--- config.mk ---
export PLATFORM = sky130hd
export DESIGN_NAME = gpi_debounce
export DESIGN_NICKNAME = d
export VERILOG_FILES = /design/src/rtl/gpi_pkg.sv /design/src/rtl/gpi_debounce_bit.sv /design/src/rtl/gpi_debounce.sv
export SDC_FILE = /design/constraint.sdc
export NUM_CORES = 1
export LEC_CHECK = 0
export BUFFER_PORTS_ARGS = -buffer_cell sky130_fd_sc_hd__buf_2
export CAP_MARGIN = 0
export CORE_MARGIN = 5
export CORE_UTILIZATION = 50
export CTS_BUF_LIST = sky130_fd_sc_hd__clkbuf_2
export CTS_CLUSTER_DIAMETER = 40
export DETAILED_ROUTE_END_ITERATION = 8
export GPL_TIMING_DRIVEN = 0
export PLACE_DENSITY = 0.67
export REMOVE_ABC_BUFFERS = 1
export SLEW_MARGIN = 20
export SYNTH_ARGS = -nofsm -noshare
export SYNTH_HDL_FRONTEND = slang
export SYNTH_HIERARCHICAL = 1
export SYNTH_SLANG_ARGS = --single-unit
--- constraint.sdc ---
create_clock -name clk_sys_i -period 2.15 [get_ports clk_sys_i]
set_input_delay 0.43 -clock clk_sys_i [delete_from_list [all_inputs] [get_ports clk_sys_i]]
set_output_delay 0.43 -clock clk_sys_i [all_outputs]
set_load 0.005 [all_outputs]
--- src/rtl/gpi_pkg.sv ---
// Shared constants and types for the board GPI input conditioner.
package gpi_pkg;

    // {BTN, SW} as presented on the board: 16 switches, then 4 buttons.
    localparam int BasysGpiWidth         = 20;
    localparam int SwLsb                 = 0;
    localparam int SwWidth               = 16;
    localparam int BtnLsb                = 16;
    localparam int BtnWidth              = 4;

    // 1 ms of required stability at 50 MHz.
    localparam int DefaultDebounceCycles = 50000;
    localparam int DefaultSyncStages     = 2;

    // Edge event carried by each bit slice. Rise and fall are mutually
    // exclusive because a slice accepts at most one level change per cycle.
    typedef struct packed {
        logic rise;
        logic fall;
    } gpi_evt_t;

endpackage : gpi_pkg

--- src/rtl/gpi_debounce_bit.sv ---
// One GPI input: pad synchroniser, consecutive-sample filter, stable level
// flop and registered rise/fall pulses. evt_nxt_o exposes the pulse that
// will be visible next cycle so the parent can register an aggregate flag
// that lines up with the pulses.
module gpi_debounce_bit
    import gpi_pkg::*;
#(
    parameter int SyncStages     = DefaultSyncStages,      // >= 2
    parameter int DebounceCycles = DefaultDebounceCycles,  // >= 1
    parameter int CntWidth       = $clog2(DebounceCycles + 1)
) (
    input  logic clk_sys_i,
    input  logic rst_sys_ni,
    input  logic raw_i,
    output logic gp_o,
    output logic rise_o,
    output logic fall_o,
    output logic evt_nxt_o
);

    // Last count value before a differing level is accepted.
    localparam logic [CntWidth-1:0] CntLast = CntWidth'(DebounceCycles - 1);

    logic [SyncStages-1:0] sync_q;
    logic                  s;
    logic [CntWidth-1:0]   cnt_q, cnt_d;
    logic                  gp_q, gp_d;
    gpi_evt_t              evt_q, evt_d;

    // Plain flop chain; nothing may sit between stages or metastability
    // settling time is eaten.
    always_ff @(posedge clk_sys_i or negedge rst_sys_ni) begin
        if (!rst_sys_ni) begin
            sync_q <= '0;
        end else begin
            sync_q <= {sync_q[SyncStages-2:0], raw_i};
        end
    end

    assign s = sync_q[SyncStages-1];

    // Filter: any agreeing sample restarts the count; DebounceCycles
    // consecutive disagreeing samples flip the stable level and raise
    // exactly one event for the following cycle.
    always_comb begin
        cnt_d = cnt_q;
        gp_d  = gp_q;
        evt_d = '0;
        if (s == gp_q) begin
            cnt_d = '0;
        end else if (cnt_q == CntLast) begin
            cnt_d      = '0;
            gp_d       = s;
            evt_d.rise = s;
            evt_d.fall = ~s;
        end else begin
            cnt_d = cnt_q + CntWidth'(1);
        end
    end

    // Filter state and pulse registers; reset drops any count in progress.
    always_ff @(posedge clk_sys_i or negedge rst_sys_ni) begin
        if (!rst_sys_ni) begin
            cnt_q <= '0;
            gp_q  <= 1'b0;
            evt_q <= '0;
        end else begin
            cnt_q <= cnt_d;
            gp_q  <= gp_d;
            evt_q <= evt_d;
        end
    end

    assign gp_o      = gp_q;
    assign rise_o    = evt_q.rise;
    assign fall_o    = evt_q.fall;
    assign evt_nxt_o = evt_d.rise | evt_d.fall;

endmodule : gpi_debounce_bit

--- src/rtl/gpi_debounce.sv ---
// Board GPI conditioner: Width independent debounced inputs plus an
// aggregate change flag suitable as an interrupt source. Sits between the
// {BTN, SW} pads and the system gp_i port.
module gpi_debounce
    import gpi_pkg::*;
#(
    parameter int Width          = BasysGpiWidth,
    parameter int SyncStages     = DefaultSyncStages,      // >= 2
    parameter int DebounceCycles = DefaultDebounceCycles   // >= 1
) (
    input  logic             clk_sys_i,
    input  logic             rst_sys_ni,
    input  logic [Width-1:0] raw_i,
    output logic [Width-1:0] gp_o,
    output logic [Width-1:0] rise_o,
    output logic [Width-1:0] fall_o,
    output logic             changed_o
);

    // Sized so DebounceCycles-1 always fits; the counter cannot wrap.
    localparam int CntWidth = $clog2(DebounceCycles + 1);

    logic [Width-1:0] evt_nxt;
    logic             changed_q;

    for (genvar i = 0; i < Width; i++) begin : g_bit
        gpi_debounce_bit #(
            .SyncStages     (SyncStages),
            .DebounceCycles (DebounceCycles),
            .CntWidth       (CntWidth)
        ) u_bit (
            .clk_sys_i (clk_sys_i),
            .rst_sys_ni(rst_sys_ni),
            .raw_i     (raw_i[i]),
            .gp_o      (gp_o[i]),
            .rise_o    (rise_o[i]),
            .fall_o    (fall_o[i]),
            .evt_nxt_o (evt_nxt[i])
        );
    end

    // Register the OR of next-cycle events so changed_o is glitch-free yet
    // coincides with the rise/fall pulses it summarises.
    always_ff @(posedge clk_sys_i or negedge rst_sys_ni) begin
        if (!rst_sys_ni) begin
            changed_q <= 1'b0;
        end else begin
            changed_q <= |evt_nxt;
        end
    end

    assign changed_o = changed_q;

endmodule : gpi_debounce

==> out/metrics.csv, run 1 <==
metric;value;unit
outcome;completed;
area leader, netlist;dfrtp_1;
Setup CP Type;reg -> reg;
max incr delay on CP;620;ps
drt first pass iters;4;
Final Max Slew Viols;0;
buffers added on ports;82;
Finished Core Util;0.567;
Min Hold Slack;330;ps
routed length per placed instance;14.1;um
Switching Share;0.257;
max-cap viol count;0;
Initial Util;0.507;
Reg clk slew, reported paths;100;ps
DR DRC count;0;
logic gate share of total power;0.037;
post-layout minimum cycle time;2080;ps
IO Pins;83;
GRT Overall Usage;0.164;
top cells by area, synth;dfrtp_1, xnor2_1, nor2_1, nor4_2, nand4_2;
RSZ-0062 raised after global routing;yes;
startpoint types;flip-flop;
headroom to the max-slew limit;0.533;
Vias;13700;
Ys Warns;6;
vias in the first global route;13900;
skew final;56.8;ps
Data arrival, critical path;2950;ps
most frequent cells in the layout;dfrtp_1, nor2_1, xnor2_1;
post-synth top area share;0.507;
Worst Tran Pin Value;694;ps
GRT overflow;0;
final number of setup-violating endpoints;0;
share of cells above drive strength 1;0.290;
Worst VDD drop;0.000444;V
min-delay worst type;reg -> reg;
Psw;3.72;mW
first-pass GRT wire length;65300;um
CP max stage cell;nor4_1;
sequential area share after synthesis;0.507;
Unique masters post-synth;27;
Die Span X;214;um
core area;41000;um2
Static Leak;9.89;nW
Synth Instances;1808;
row count;74;
design internal power;10.7;mW
Hold Path Origin;g_bit[0].u_bit/sync_q[0];
Worst Setup SP;g_bit[9].u_bit/cnt_q[0];
Crit Path Max Fanout;6;
post-route cell area;23200;um2
Max Freq;480;MHz
full die area;45800;um2
final WL;37200;um
initial antenna violation count;1;
placed cell areas;21500;um2
largest net degree at the start of global routing;101;
Hold EP;g_bit[0].u_bit/sync_q[1];
antenna-violating nets left;0;
Hold Fails Final Rpt;0;
WHS Path Cells;0;
Synth Area per Inst;11.5;um2
Net count, final;2056;
DP HPWL;23600;um
most common cell after layout, fill and taps aside;dfrtp_1;
area grow syn2layout;11.8;%
Clock power frac;0.396;
Die Y;214;um
CTS tree;done;
Worst Setup End Kind;flip-flop;
R2R setup slack;70;ps
Synth Register Bits;421;
Required @ worst endpoint;3020;ps
post-synthesis cell area;20800;um2
TritonCTS Buffers;111;
Reg power frac;0.567;
worst r2r src;g_bit[9].u_bit/cnt_q[0];
H-tree depth;3;
Root Driver;clkbuf_2;
Avg Vias per Cell;5.20;
CTS sink count;421;
PD cells;621;nW/um2
CP cell instances;ha_1 > and3_1 > nand4_2 > nor2b_1 > nor4_1 > nand3_1;
Final GP Congestion;0.796;
reg2reg end;changed_o;
R2R depth;6;
fill count;3576;
clk_lat worst skew;1050;ps
Clock Path Buffers;3;
DR iter-0 viols;632;
fin crit share;0.970;
[sequential cells by signal, indices dropped and copies added, names as in the netlist]
register	count
changed_o	1
g_bit.u_bit/gp_o	20
g_bit.u_bit/sync_q	40
g_bit.u_bit/cnt_q	320
g_bit.u_bit/rise_o	20
g_bit.u_bit/fall_o	20
[through the flow]
stage               setup TNS, ps  cells  total power [mW]  worst slack [ps]
global route                 -229   2631              15.4             -40.7
global placement         -3201880   2362              8.79             -7650
detailed placement           -457   2366              8.83              -457
CTS                          -314   2625              14.8             -50.0
finish                          0   2631              14.4              65.3
floorplan                       0   1748              8.54               570
[final cells by class]
class | instances | area, um2 | area share
flip-flops and latches | 421 | 10500 | 0.453
inverters | 40 | 150 | 0.00646
well taps | 532 | 666 | 0.0286
clock inverters | 37 | 250 | 0.0108
clock buffers | 160 | 801 | 0.0344
diodes | 1 | 2.50 | 0.000108
repair buffers | 153 | 1160 | 0.0498
multi-input cells | 1287 | 9690 | 0.417
[worst max-delay path, delay by kind of cell (launching register included)]
kind	cells	cell delay [ps]
and+or+nand+nor	5	1220
DFF	1	430
adders and majority gates	1	260
[power groups by stage]
stage	Clock [mW]	Combinational [mW]	Sequential (mW)
5_1_grt	6.52	0.628	8.21
6_report	5.71	0.539	8.18
3_3_place_gp	0	0.451	8.33
4_1_cts	6.06	0.554	8.19
2_1_floorplan	0	0.225	8.31
3_5_place_dp	0	0.490	8.34
[cell families (layout without fill, tap and decap cells)]
logic type                 count (synthesis)  after routing  share of synthesized area
adders and majority gates                 20             20                     0.0120
other                                      0              1                          0
buffers and inverters                    100            390                     0.0301
xor gates and xnor gates                 300            300                      0.126
muxes                                     20             20                     0.0108
DFF                                      421            421                      0.507
and+or+nand+nor                          947            947                      0.314
[synthesized netlist by cell type (all sizes together)]
| master | instances |
|---|---|
| nand4 | 120 |
| nor4b | 20 |
| xnor2 | 240 |
| nor2b | 20 |
| nor3 | 60 |
| inv | 40 |
| and4bb | 40 |
| xor2 | 60 |
| clkbuf | 20 |
| buf | 40 |
| nand3 | 101 |
| nor4 | 105 |
| dfrtp | 421 |
| and3 | 41 |
| ha | 20 |
| nor2 | 340 |
| mux2 | 20 |
| nor3b | 40 |
| nand2 | 60 |
[per-layer routing]
| layer | wire, um | vias to the layer above | GRT usage |
|---|---|---|---|
| met2 | 17100 | 189 | 0.252 |
| li1 | - | 6768 | - |
| met1 | 17700 | 6678 | 0.223 |
| met3 | 1530 | 57 | 0.0401 |
| met5 | 0 | - | 0 |
| met4 | 811 | 0 | 0.0683 |
[how the worst max path moves through the flow]
stage | cells past startpoint | endpoint
6_report | 6 | changed_o
4_1_cts | 1 | gp_o[2]
5_1_grt | 1 | gp_o[19]
3_5_place_dp | 7 | changed_o
3_3_place_gp | 1 | g_bit[14].u_bit/cnt_q[14]
2_1_floorplan | 7 | changed_o
[what timing repair did]
item,4_1_cts,5_1_grt
hold buffers,43,0
pin swaps,2,1
endpoints found under the setup margin,27,14
buffers inserted,19,5
resized for setup,5,7
hold endpoints to repair,342,0
Power figures use the tool's default switching activity.
==> inputs of run 2 (changes only) <==
Settings changed: SYNTH_HIERARCHICAL 1 to default.
==> out/metrics.csv, run 2 <==
metric;value;unit;change
Die Span X;204;um;-4.8%
top flop regs;g_bit.u_bit.cnt_q (320), g_bit.u_bit.sync_q (40);;
Setup TNS;0;ps;unchanged
headroom to the max-slew limit;0.610;;+0.0768
Setup CP Type;reg -> reg;;
Min Hold Slack;197;ps;-133 ps
DP Worst Slack;-321;ps;+136 ps
fraction of synthesized area in multiplexers;0.0120;;+0.00118
Worst VDD drop;0.000476;V;+7.3%
routed length per placed instance;13.3;um;-5.9%
outcome;completed;;
CTS sink count;421;;unchanged
IO Pins;83;;unchanged
antenna-violating nets left;0;;unchanged
Hold Fails Final Rpt;0;;unchanged
clk_lat worst skew;980;ps;-70 ps
sequential area share after synthesis;0.562;;+0.0550
CTS tree;done;;
Vias;12600;;-7.9%
core area;37300;um2;-9.0%
TritonCTS Buffers;109;;-1.8%
largest net degree at the start of global routing;102;;+0.99%
WHS Path Cells;2;;+2
Post-synth ARST share;1.00;;unchanged
Top reg by flops;g_bit.u_bit.cnt_q;;
vias in the first global route;12700;;-8.6%
Synth Register Bits;421;;unchanged
CP cell instances;ha_1 > and3_2 > and4_4 > a221oi_4 > nand2_2 > or4_4;;
cell with the most instances after synthesis;dfrtp_1;;
post-synthesis cell area;18800;um2;-9.8%
post-layout minimum cycle time;2100;ps;+16.9 ps
first-pass GRT wire length;58200;um;-11%
Unique masters post-synth;37;;+37%
most frequent cells in the layout;dfrtp_1, nor2_1, xor2_1;;
Die Y;204;um;-4.8%
Final Max Slew Viols;0;;unchanged
top cells by area, synth;dfrtp_1, xor2_1, nor2_1, xnor2_1, nand3_1;;
Synth Instances;1773;;-1.9%
Net count, final;1991;;-3.2%
max-cap viol count;0;;unchanged
startpoint types;flip-flop;;
ys flop type;dfrtp_1;;
Crit Path Max Fanout;5;;-1
R2R depth;6;;unchanged
GRT overflow;0;;unchanged
fin crit share;0.977;;+0.00785
number of synthesized flops with an enable pin;0;;unchanged
area leader, netlist;dfrtp_1;;
RSZ-0062 raised after global routing;yes;;
full die area;41500;um2;-9.3%
Power, Total;14.1;mW;-2.6%
Ys Warns;0;;-6
Largest register FFs;320;;unchanged
area grow syn2layout;12.4;%;
DR DRC count;0;;unchanged
Finished Core Util;0.565;;-0.00195
PD cells;667;nW/um2;+7.4%
skew final;68.4;ps;+11.6 ps
GRT Overall Usage;0.163;;-0.000337
share of cells above drive strength 1;0.166;;-0.124
Initial Util;0.503;;-0.00419
Avg Vias per Cell;5.04;;-3.2%
buffers added on ports;82;;unchanged
DR iter-0 viols;662;;+4.7%
Worst Setup End Kind;flip-flop;;
drt first pass iters;5;;+1
min-delay worst type;in -> reg;;
row count;71;;-4.1%
H-tree depth;3;;unchanged
CP max stage cell;or4_4;;
Worst Tran Pin Value;577;ps;-117 ps
Reg clk slew, reported paths;100;ps;about the same
Synth Area in Compound Gates;0.00641;;+0.00641
final WL;33300;um;-10%
Simple-Gate Fraction of Synth Area;0.234;;-0.0798
Data arrival, critical path;2960;ps;about the same
Adder-Cell Fraction of Synth Area;0.0133;;+0.00131
XOR/XNOR Fraction of Synth Area;0.141;;+0.0142
final number of setup-violating endpoints;0;;unchanged
post-synth top area share;0.562;;+0.0550
DP HPWL;20600;um;-13%
fill count;3234;;-9.6%
initial antenna violation count;3;;+2
fin worst setup slack;48.4;ps;-16.9 ps
Max Freq;476;MHz;-0.80%
Clock Path Buffers;3;;unchanged
Required @ worst endpoint;3010;ps;about the same
Synth Area per Inst;10.6;um2;-8.0%
Root Driver;clkbuf_2;;
Post-synth top cells;dfrtp_1, nor2_1, xor2_1, nand3_1, xnor2_1;;
most common cell after layout, fill and taps aside;dfrtp_1;;
max incr delay on CP;530;ps;-90 ps
Static Leak;10.0;nW;+1.5%
main combinational cell family by area after synthesis;simple AND/OR/NAND/NOR gates;;
Final GP Congestion;0.776;;-2.5%
## run 2: cell count changes after synthesis, moves of 47 or more
cell     before  now
nand2_1      40  123
nand4_2      60    3
and3_1       41  112
nor2_1      320  367
xor2_1       60  174
xnor2_1     240  127
nor4_2       80    0
nand3_1      61  146
## run 2: final timing paths
path / startpoint / end / slack, ps
hold reg to reg: g_bit[11].u_bit.sync_q[0] / g_bit[11].u_bit.sync_q[1] / 340
hold / removal: raw_i[13] / g_bit[13].u_bit.sync_q[0] / 200
max in group asynchronous: rst_sys_ni / g_bit[11].u_bit.cnt_q[14] / 310
setup reg to reg: g_bit[13].u_bit.cnt_q[0] / changed_o / 50
setup / recovery: g_bit[13].u_bit.cnt_q[0] / changed_o / 50
min in group asynchronous: rst_sys_ni / g_bit[0].u_bit.cnt_q[2] / 610
## run 2: cells by family (layout without fill, tap and decap cells)
logic type / Yosys count / in the layout
AOI/OAI and AO/OA: 16 / 16
xor gates and xnor gates: 301 / 301
adders and majority gates: 20 / 20
buffers and inverters: 93 / 348
DFF: 421 / 421
muxes: 20 / 20
other: 0 / 3
and+or+nand+nor: 902 / 902
## run 2: timing repair
action,CTS,global route
pin swaps,2,6
buffers inserted,14,7
hold buffers,40,5
setup endpoints to repair,6,15
hold endpoints to repair,304,4
gates resized for setup,19,20
## run 2: layout make-up
cell class                 instances  area (um2)  area share
sequential                       421       10500       0.500
multi-input combinational       1259        7770       0.369
timing repair buffer             152        1170      0.0553
clock buffer                     162         811      0.0385
tap                              474         593      0.0281
clock inverter                    28         164     0.00778
inverter                           6        22.5     0.00107
antenna                            3        7.51    0.000356
## run 2: per-stage QoR
step / area, um2 / cells
floorplan: 18200 / 1686
global placement: 19200 / 2242
detailed placement: 19300 / 2246
CTS: 20900 / 2490
global route: 21100 / 2505
finish: 21100 / 2505
## run 2: metal layers
metal,vias to the layer above,global-route usage,share of wire
met1,6075,0.225,0.47
li1,6281,-,-
met4,0,0.0595,0.023
met2,196,0.254,0.47
met3,62,0.0398,0.038
met5,-,0,0
## run 2: worst max-delay path: cells and delay by family, from the launching register on
family                     cells  cell delay (ps)
and+or+nand+nor                4             1080
DFF                            1              400
AOI/OAI and AO/OA              1              340
adders and majority gates      1              220
## run 2: power breakdown
part,switching [mW],total (mW),internal (mW)
registers,0.100,8.14,8.04
logic,0.344,0.561,0.216
clock network,3.12,5.35,2.23
total,3.57,14.1,10.5
